## src/rtl/filtro_iir_biquad_multicanal.sv

```systemverilog
// Multi-channel Direct-Form-I biquad IIR filter with run-time coefficients.
// A single multiply-accumulate unit is shared across all channels, one term
// per clock. The result is rounded half-up and saturated to the N-bit range.
//
// state  | meaning
// -------+-------------------------------------------------------------
// REPOSO | idle, waiting for an ADC strobe on a valid channel
// MAC    | accumulating the five products, one per clock (k = 0..4)
// SALIDA | round/clip, publish Yk, shift the channel history
module filtro_iir_biquad_multicanal #(
  parameter int N  = 25,
  parameter int F  = 20,
  parameter int CH = 4,
  parameter int CW = 2
) (
  input  logic          Clk,
  input  logic          Rst_n,
  input  logic          Bandera_ADC,
  input  logic [N-1:0]  Uk,
  input  logic [CW-1:0] Canal,
  input  logic          Limpiar,
  input  logic          Coef_We,
  input  logic [2:0]    Coef_Addr,
  input  logic [N-1:0]  Coef_Data,
  output logic [N-1:0]  Yk,
  output logic [CW-1:0] Canal_Out,
  output logic          Bandera_Listo,
  output logic          Ocupado,
  output logic          Perdido,
  output logic          Saturado
);

  localparam int AW = 2*N + 3;
  localparam int PW = 2*N;
  localparam logic [N-1:0]         COEF_UNO = N'(1) << F;
  localparam logic signed [AW-1:0] RND      = AW'(1) << (F-1);
  localparam logic signed [AW-1:0] Y_MAX    = (AW'(1) << (N-1)) - AW'(1);
  localparam logic signed [AW-1:0] Y_MIN    = -(AW'(1) << (N-1));

  typedef enum logic [1:0] {REPOSO, MAC, SALIDA} estado_t;
  estado_t estado, estado_sig;

  logic [N-1:0] coef_b0, coef_b1, coef_b2, coef_a1, coef_a2;
  logic [N-1:0] hist_x1 [CH];
  logic [N-1:0] hist_x2 [CH];
  logic [N-1:0] hist_y1 [CH];
  logic [N-1:0] hist_y2 [CH];

  logic [N-1:0]          x_reg;
  logic [CW-1:0]         ch_reg;
  logic [2:0]            k;
  logic signed [AW-1:0]  acc;

  logic                  canal_ok, acepta;
  logic [N-1:0]          coef_sel, dato_sel;
  logic signed [PW-1:0]  op_a, op_b, prod;
  logic signed [AW-1:0]  termino, acc_sig, acc_rnd, r_val;
  logic [N-1:0]          y_clip;
  logic                  sat_flag;

  assign canal_ok = (32'(Canal) < 32'(CH));
  assign acepta   = (estado == REPOSO) && Bandera_ADC && canal_ok && !Limpiar;

  // State register
  always_ff @(posedge Clk or negedge Rst_n) begin
    if (!Rst_n) estado <= REPOSO;
    else        estado <= estado_sig;
  end

  // Next-state logic; Limpiar aborts from any state
  always_comb begin
    estado_sig = estado;
    case (estado)
      REPOSO: if (acepta) estado_sig = MAC;
      MAC:    if (k == 3'd4) estado_sig = SALIDA;
      SALIDA: estado_sig = REPOSO;
      default: estado_sig = REPOSO;
    endcase
    if (Limpiar) estado_sig = REPOSO;
  end

  // Operand selection and signed MAC; feedback terms (k = 3, 4) are subtracted
  always_comb begin
    coef_sel = '0;
    dato_sel = '0;
    case (k)
      3'd0: begin coef_sel = coef_b0; dato_sel = x_reg;           end
      3'd1: begin coef_sel = coef_b1; dato_sel = hist_x1[ch_reg]; end
      3'd2: begin coef_sel = coef_b2; dato_sel = hist_x2[ch_reg]; end
      3'd3: begin coef_sel = coef_a1; dato_sel = hist_y1[ch_reg]; end
      3'd4: begin coef_sel = coef_a2; dato_sel = hist_y2[ch_reg]; end
      default: ;
    endcase
    op_a    = PW'($signed(coef_sel));
    op_b    = PW'($signed(dato_sel));
    prod    = op_a * op_b;
    termino = AW'(prod);
    acc_sig = (k >= 3'd3) ? (acc - termino) : (acc + termino);
  end

  // Round half up, drop fractional bits, clip to the output range
  always_comb begin
    acc_rnd  = acc + RND;
    r_val    = acc_rnd >>> F;
    sat_flag = 1'b0;
    y_clip   = r_val[N-1:0];
    if (r_val > Y_MAX) begin
      y_clip   = Y_MAX[N-1:0];
      sat_flag = 1'b1;
    end else if (r_val < Y_MIN) begin
      y_clip   = Y_MIN[N-1:0];
      sat_flag = 1'b1;
    end
  end

  // Datapath, coefficient bank, channel histories and output flags
  always_ff @(posedge Clk or negedge Rst_n) begin
    if (!Rst_n) begin
      coef_b0       <= COEF_UNO;
      coef_b1       <= '0;
      coef_b2       <= '0;
      coef_a1       <= '0;
      coef_a2       <= '0;
      for (int i = 0; i < CH; i++) begin
        hist_x1[i] <= '0;
        hist_x2[i] <= '0;
        hist_y1[i] <= '0;
        hist_y2[i] <= '0;
      end
      x_reg         <= '0;
      ch_reg        <= '0;
      k             <= '0;
      acc           <= '0;
      Yk            <= '0;
      Canal_Out     <= '0;
      Bandera_Listo <= 1'b0;
      Ocupado       <= 1'b0;
      Perdido       <= 1'b0;
      Saturado      <= 1'b0;
    end else begin
      Bandera_Listo <= 1'b0;
      Saturado      <= 1'b0;
      Perdido       <= Bandera_ADC && Ocupado && !Limpiar;

      if (Coef_We && !Ocupado) begin
        case (Coef_Addr)
          3'd0: coef_b0 <= Coef_Data;
          3'd1: coef_b1 <= Coef_Data;
          3'd2: coef_b2 <= Coef_Data;
          3'd3: coef_a1 <= Coef_Data;
          3'd4: coef_a2 <= Coef_Data;
          default: ;
        endcase
      end

      if (Limpiar) begin
        for (int i = 0; i < CH; i++) begin
          hist_x1[i] <= '0;
          hist_x2[i] <= '0;
          hist_y1[i] <= '0;
          hist_y2[i] <= '0;
        end
        Ocupado <= 1'b0;
      end else begin
        case (estado)
          REPOSO: begin
            if (acepta) begin
              x_reg   <= Uk;
              ch_reg  <= Canal;
              acc     <= '0;
              k       <= '0;
              Ocupado <= 1'b1;
            end
          end
          MAC: begin
            acc <= acc_sig;
            k   <= k + 3'd1;
          end
          SALIDA: begin
            Yk              <= y_clip;
            Canal_Out       <= ch_reg;
            Saturado        <= sat_flag;
            Bandera_Listo   <= 1'b1;
            hist_x2[ch_reg] <= hist_x1[ch_reg];
            hist_x1[ch_reg] <= x_reg;
            hist_y2[ch_reg] <= hist_y1[ch_reg];
            hist_y1[ch_reg] <= y_clip;
            Ocupado         <= 1'b0;
          end
          default: ;
        endcase
      end
    end
  end

endmodule

```

## config.mk

```make
export PLATFORM = sky130hd
export DESIGN_NAME = filtro_iir_biquad_multicanal
export DESIGN_NICKNAME = d
export VERILOG_FILES = /design/src/rtl/filtro_iir_biquad_multicanal.sv
export SDC_FILE = /design/constraint.sdc
export NUM_CORES = 2
export LEC_CHECK = 0
export BUFFER_PORTS_ARGS = -buffer_cell sky130_fd_sc_hd__buf_2
export CAP_MARGIN = 40
export CORE_ASPECT_RATIO = 1.25
export CORE_UTILIZATION = 44
export CTS_BUF_LIST = sky130_fd_sc_hd__clkbuf_2
export CTS_CLUSTER_DIAMETER = 40
export DETAILED_ROUTE_END_ITERATION = 12
export HOLD_SLACK_MARGIN = 0.03
export PLACE_DENSITY = 0.71
export SLEW_MARGIN = 20
export SYNTH_ARGS = -nofsm -noshare
export SYNTH_HDL_FRONTEND = slang
export SYNTH_SLANG_ARGS = --single-unit
```

## constraint.sdc

```tcl
create_clock -name Clk -period 12 [get_ports Clk]
set_input_delay 0 -clock Clk [delete_from_list [all_inputs] [get_ports Clk]]
set_output_delay 0 -clock Clk [all_outputs]
set_load 0.02 [all_outputs]
```

Yosys cells after proc, flatten, opt, wreduce, memory -nomap -nowiden

Cells that the tools add are included.

Register bits: 641
Input bits: 60
Output and inout port bits: 31
Logic and storage cells: 129

Add/subtract/negate cells: 4
Multipliers: 1
Order comparisons: 5
Equal/unequal tests: 13
Mux-type cells: 48
Bitwise gates (word level): 2
Reduce and logical (&&, ||, !) cells: 24

Operators by type and width:

| operator                                             | number |
|---|---|
| two-way mux 100 bit                                  | 8 |
| bitwise mux 100 bit                                  | 4 |
| two-way mux 25 bit                                   | 11 |
| one-hot mux 25 bit (5 select lines)                  | 2 |
| binary-select mux 25 bit (select 2 bit)              | 4 |
| two-way mux 53 bit                                   | 2 |
| one-hot mux 53 bit (2 select lines)                  | 1 |
| adder 53 x 21 -> 53 bit, second input constant       | 1 |
| adder 53 x 50 -> 53 bit                              | 1 |
| subtractor 53 x 50 -> 53 bit                         | 1 |
| demux 25 bit (select 2 bit)                          | 1 |
| multiplier 25 x 25 -> 50 bit                         | 1 |
| > comparator 33 x 25 -> 1 bit, second input constant | 1 |
| < comparator 33 x 25 -> 1 bit, second input constant | 1 |
| AND reduction 2 bit                                  | 8 |
| equality test 3 x 2 -> 1 bit, second input constant  | 4 |
| two-way mux 1 bit                                    | 8 |
| equality test 3 x 1 -> 1 bit, second input constant  | 2 |
| equality test 3 bit, second input constant           | 2 |
| logical AND 1 bit                                    | 6 |
| zero test 3 bit                                      | 2 |
| two-way mux 2 bit                                    | 3 |
| != test 3 bit, second input constant                 | 2 |
| one-hot mux 3 bit (2 select lines)                   | 1 |
| other kinds (17)                                     | 20 |

Longest topological paths before layout

Depth in word-level cells: 9
Depth in mapped cells: 53
Gate-level depth less buffers: 45

Least setup slack after synthesis

OpenSTA, ideal clock, no wires.

Path kind: register -> register
From: reg ch_reg[0]
To: reg acc[52]
Library setup time: 128 ps
Arrival: 11600 ps
Slack: 272 ps
Stages on the path, launching flop included: 45
Path buffers: 6
Cells stage by stage: dfrtp_1 -> buf_6 -> buf_1 -> clkbuf_1 -> buf_2 -> mux4_2 -> a22oi_1 -> nand2_1 -> clkbuf_1 -> nand2_1 -> fa_1 -> inv_1 -> fa_1 -> fa_1 -> fa_1 -> fa_1 -> fa_1 -> inv_1 -> [9 not listed] -> xor2_1 -> a2111o_1 -> nor3_2 -> nand2_1 -> nand2_1 -> xnor2_1 -> ha_1 -> a21o_1 -> a21o_1 -> a21oi_1 -> o21ai_0 -> a221oi_1 -> o21ai_0 -> a41oi_1 -> nor3b_1 -> o2bb2ai_1 -> nor4_1 -> nand3b_1

Cells in the longest elaborated chain, start to end: 9

Ends and longest elaborated chain:

| item                                                                    | RTL line | RTL |
|---|---|---|
| start, declared                                                         | 50       | `logic [CW-1:0] ch_reg;` |
| start signal, assigned                                                  | 169      | `ch_reg <= Canal;` |
| NOT 2 -> 3 bit (implied by the code) (*)                                | n/a      |  |
| binary-select mux 25 bit (select 2 bit) (on tied branches)              | n/a      |  |
| two-way mux 25 bit (on tied branches) (2 in series)                     | n/a      |  |
| one-hot mux 25 bit (5 select lines) (*)                                 | 86       | `case (k)` |
| multiplier 25 x 25 -> 50 bit (*)                                        | 96       | `prod = op_a * op_b;` |
| adder 53 x 50 -> 53 bit or subtractor 53 x 50 -> 53 bit (tied branches) | 98       | `acc_sig = (k >= 3'd3) ? (acc - termino) : (acc + termino);` |
| two-way mux 53 bit (*)                                                  | 98       |  |
| one-hot mux 53 bit (2 select lines) (*)                                 | 165      | `case (estado)` |
| end signal, assigned                                                    | 176      | `acc <= acc_sig;` |
| end, declared                                                           | 52       | `logic signed [AW-1:0] acc;` |

Mark *: on every way between the ends. The rest lies on a longest branch, timed or not. The select of a mux whose other input is x is not followed.
A chain may end at the register's enable or synchronous reset.

Final worst setup path

Ends and elaborated chain as after synthesis.

==> flow_metrics.env <==
export IMPL_max_freq_ghz=0.0866
export IMPL_grt_pass1_vias=47670
export IMPL_dp_slack_ps=250
export IMPL_crit_path_start_kind="flop"
export IMPL_slew_limit_headroom_pct=31.4
export IMPL_ant_nets=0
export IMPL_cts_buffers=164
export IMPL_synth_warnings=0
export IMPL_wire_per_inst_um=22.8
export IMPL_hold_slack_ps=168
export IMPL_layout_drive_gt1_share_pct=19.2
export IMPL_period_needed_ps=11550
export IMPL_synthArstFlopShare_pct=100
export IMPL_place_hpwl_mm=129
export IMPL_drc_errors=0
export IMPL_syn_inst=5424
export IMPL_cts_path_max_buffers=3
export IMPL_area_growth_pct=17.1
export IMPL_multi_input_area_mm2=0.0357
export IMPL_hold_viol_final=0
export IMPL_r2r_setup_slack_ps=450
export IMPL_yosys_area_top_type="dfrtp_1"
export IMPL_start_util_pct=44.6
export IMPL_maxCapViolations=0
export IMPL_cts_sinks=641
export IMPL_htreeDepth=4
export IMPL_core_area_mm2=0.124
export IMPL_die_area_mm2=0.127
export IMPL_tightestPinTransition_ps=1030
export IMPL_fin_crit_sh_pct=96.3
export IMPL_syn_area_per_cell_um2=10.2
export IMPL_grt_max_degree=119
export IMPL_status="complete, no violations"
export IMPL_cp_arrival_ps=12910
export IMPL_crit_path_top_delay_cell="fa_1"
export IMPL_critPathRequiredTime_ps=13360
export IMPL_syn_area_mm2=0.0551
export IMPL_regArea_mm2=0.0161
export IMPL_drtIter0Drc=4372
export IMPL_nFillCells=10728
export IMPL_clk_pin_slew_worst_paths_ps=100
export IMPL_max_stage_delay_ps=560
export IMPL_grt_antenna_before_repair=6
export IMPL_port_buffers=90
export IMPL_tritoncts="built"
export IMPL_grt_overflow=0
export IMPL_synth_area_leaders="dfrtp_1 29%, fa_1 24%, inv_1 5.2%, a22o_1 5.0%, ha_1 4.6%"
export IMPL_dieWidth_um=319
export IMPL_clockRootBuffer="clkbuf_2"
export IMPL_synth_top_area_share_pct=29.0
export IMPL_insertion_delay_ps=1510
export IMPL_ys_seq_area_share_pct=29.1
export IMPL_timing_critical_path_mode_cell="fa_1"
export IMPL_vias=44996
export IMPL_yosysUniqueCellTypes=89
export IMPL_setup_ws_ps=447
export IMPL_synth_edff_count=0
export IMPL_dieHeight_um=398
export IMPL_stdcell_area_mm2=0.0646
export IMPL_fin_skew_ps=122
export IMPL_slew_viol_final=0
export IMPL_wl_mm=176
export IMPL_synth_ff_type="dfrtp_1"
export IMPL_ios=91
export IMPL_grt_total_usage_pct=28.2
export IMPL_worstPathMaxFanout=13
export IMPL_drtPass1Iterations=9
export IMPL_place_gp_congestion=0.974
export IMPL_hold_path_class="in -> reg"
export IMPL_synth_nets=6344
export IMPL_setup_viol=0
export IMPL_placed_cell_area_mm2=0.0601
export IMPL_utilization_pct=52.2
export IMPL_rows=144
export IMPL_viasPerCell=5.84
export IMPL_grt_pass1_wl_mm=277
export IMPL_nets=6913
export IMPL_synth_seq_cells=641
export IMPL_setup_worst_path_class="reg -> reg"
export IMPL_cp_end_kind="flop"
[critical path: cells and delay by family (launching register included)]
family	cells	cell delay, ps
compound gates	12	2960
xor+xnor	2	350
fa+ha+maj	9	4220
buf+inv	13	1570
flops	1	520
mux	1	530
simple gates	8	1270
[repair_timing]
action | CTS | global route
endpoints found under the hold margin | 1222 | 0
buffers inserted | 0 | 38
hold buffers | 212 | 0
setup endpoints to repair | 0 | 16
resized for setup | 0 | 99
[synth_stat cells, drive strengths merged, types with 69 or more instances]
library cell and n:
a21oi 163, a22o 315, clkbuf 282, dfrtp 640, fa 659, ha 201
inv 758, mux2 155, mux4 100, nand2 581, nand2b 74, nor2 362
o21ai 269, xnor2 80, xor2 69
[layout make-up]
| cell class | instances | area share (%) |
|---|---|---|
| inverters | 758 | 4.41 |
| multi-input cells | 3704 | 55.2 |
| flip-flops and latches | 641 | 24.9 |
| clock inverters | 42 | 0.397 |
| diodes | 3 | 0.0116 |
| well taps | 1606 | 3.11 |
| clock buffers | 227 | 1.76 |
| repair buffers | 724 | 10.2 |
[per-layer routing]
layer / track usage [%] / vias to the layer above / share of wire, %
li1: - / 19427 / -
met1: 35.1 / 22796 / 38
met2: 46.5 / 2185 / 48
met3: 5.08 / 584 / 8.0
met4: 15.7 / 4 / 6.4
met5: 0 / - / 0.012
[cells in the final DEF, fill, tap and decap left out, types with 75 or more instances in the layout]
cell type	instances
nor2_1	357
mux4_2	100
a21oi_1	151
dfrtp_1	636
fa_1	649
buf_4	357
inv_1	757
o21ai_0	247
dlygate4sd3_1	209
a22o_1	315
mux2_2	155
ha_1	194
buf_2	89
xnor2_1	75
clkbuf_2	227
nand2_1	575
[cells by family (layout without fill, tap and decap cells)]
family                     count (synthesis)  count (layout)  synth area share [%]
adders and majority gates                860             860                  28.5
and+or+nand+nor                         1298            1298                  10.5
xor gates and xnor gates                 149             149                  2.37
AOI/OAI and AO/OA                       1136            1136                  14.9
DFF                                      641             641                  29.1
buffers and inverters                   1079            1751                  7.39
other                                      0               3                     0
muxes                                    261             261                  7.36
[final timing paths]
path / depth (start not counted) / start / end
max: 45 / ch_reg[0]$_DFFE_PN0P_ / acc[52]$_DFFE_PN0P_
min: 5 / Coef_Addr[1] / coef_a1[18]$_DFFE_PN0P_
max reg2reg: 45 / ch_reg[0]$_DFFE_PN0P_ / acc[52]$_DFFE_PN0P_
min reg2reg: 2 / hist_y1[81]$_DFFE_PN0P_ / hist_y1[81]$_DFFE_PN0P_
max in group asynchronous: 9 / Rst_n / coef_b0[20]$_DFFE_PN1P_
min in group asynchronous: 5 / Rst_n / hist_x2[2]$_DFFE_PN0P_
[per-stage QoR]
| stage | TNS (ps) | instances |
|---|---|---|
| 2_1_floorplan | 0 | 5424 |
| 3_3_place_gp | 0 | 7156 |
| 3_5_place_dp | 0 | 7175 |
| 4_1_cts | 0 | 7656 |
| 5_1_grt | -84.0 | 7705 |
| 6_report | 0 | 7705 |
Power is not shown: default switching activity piles up to over one toggle a cycle in this logic, so the estimate is an artifact.
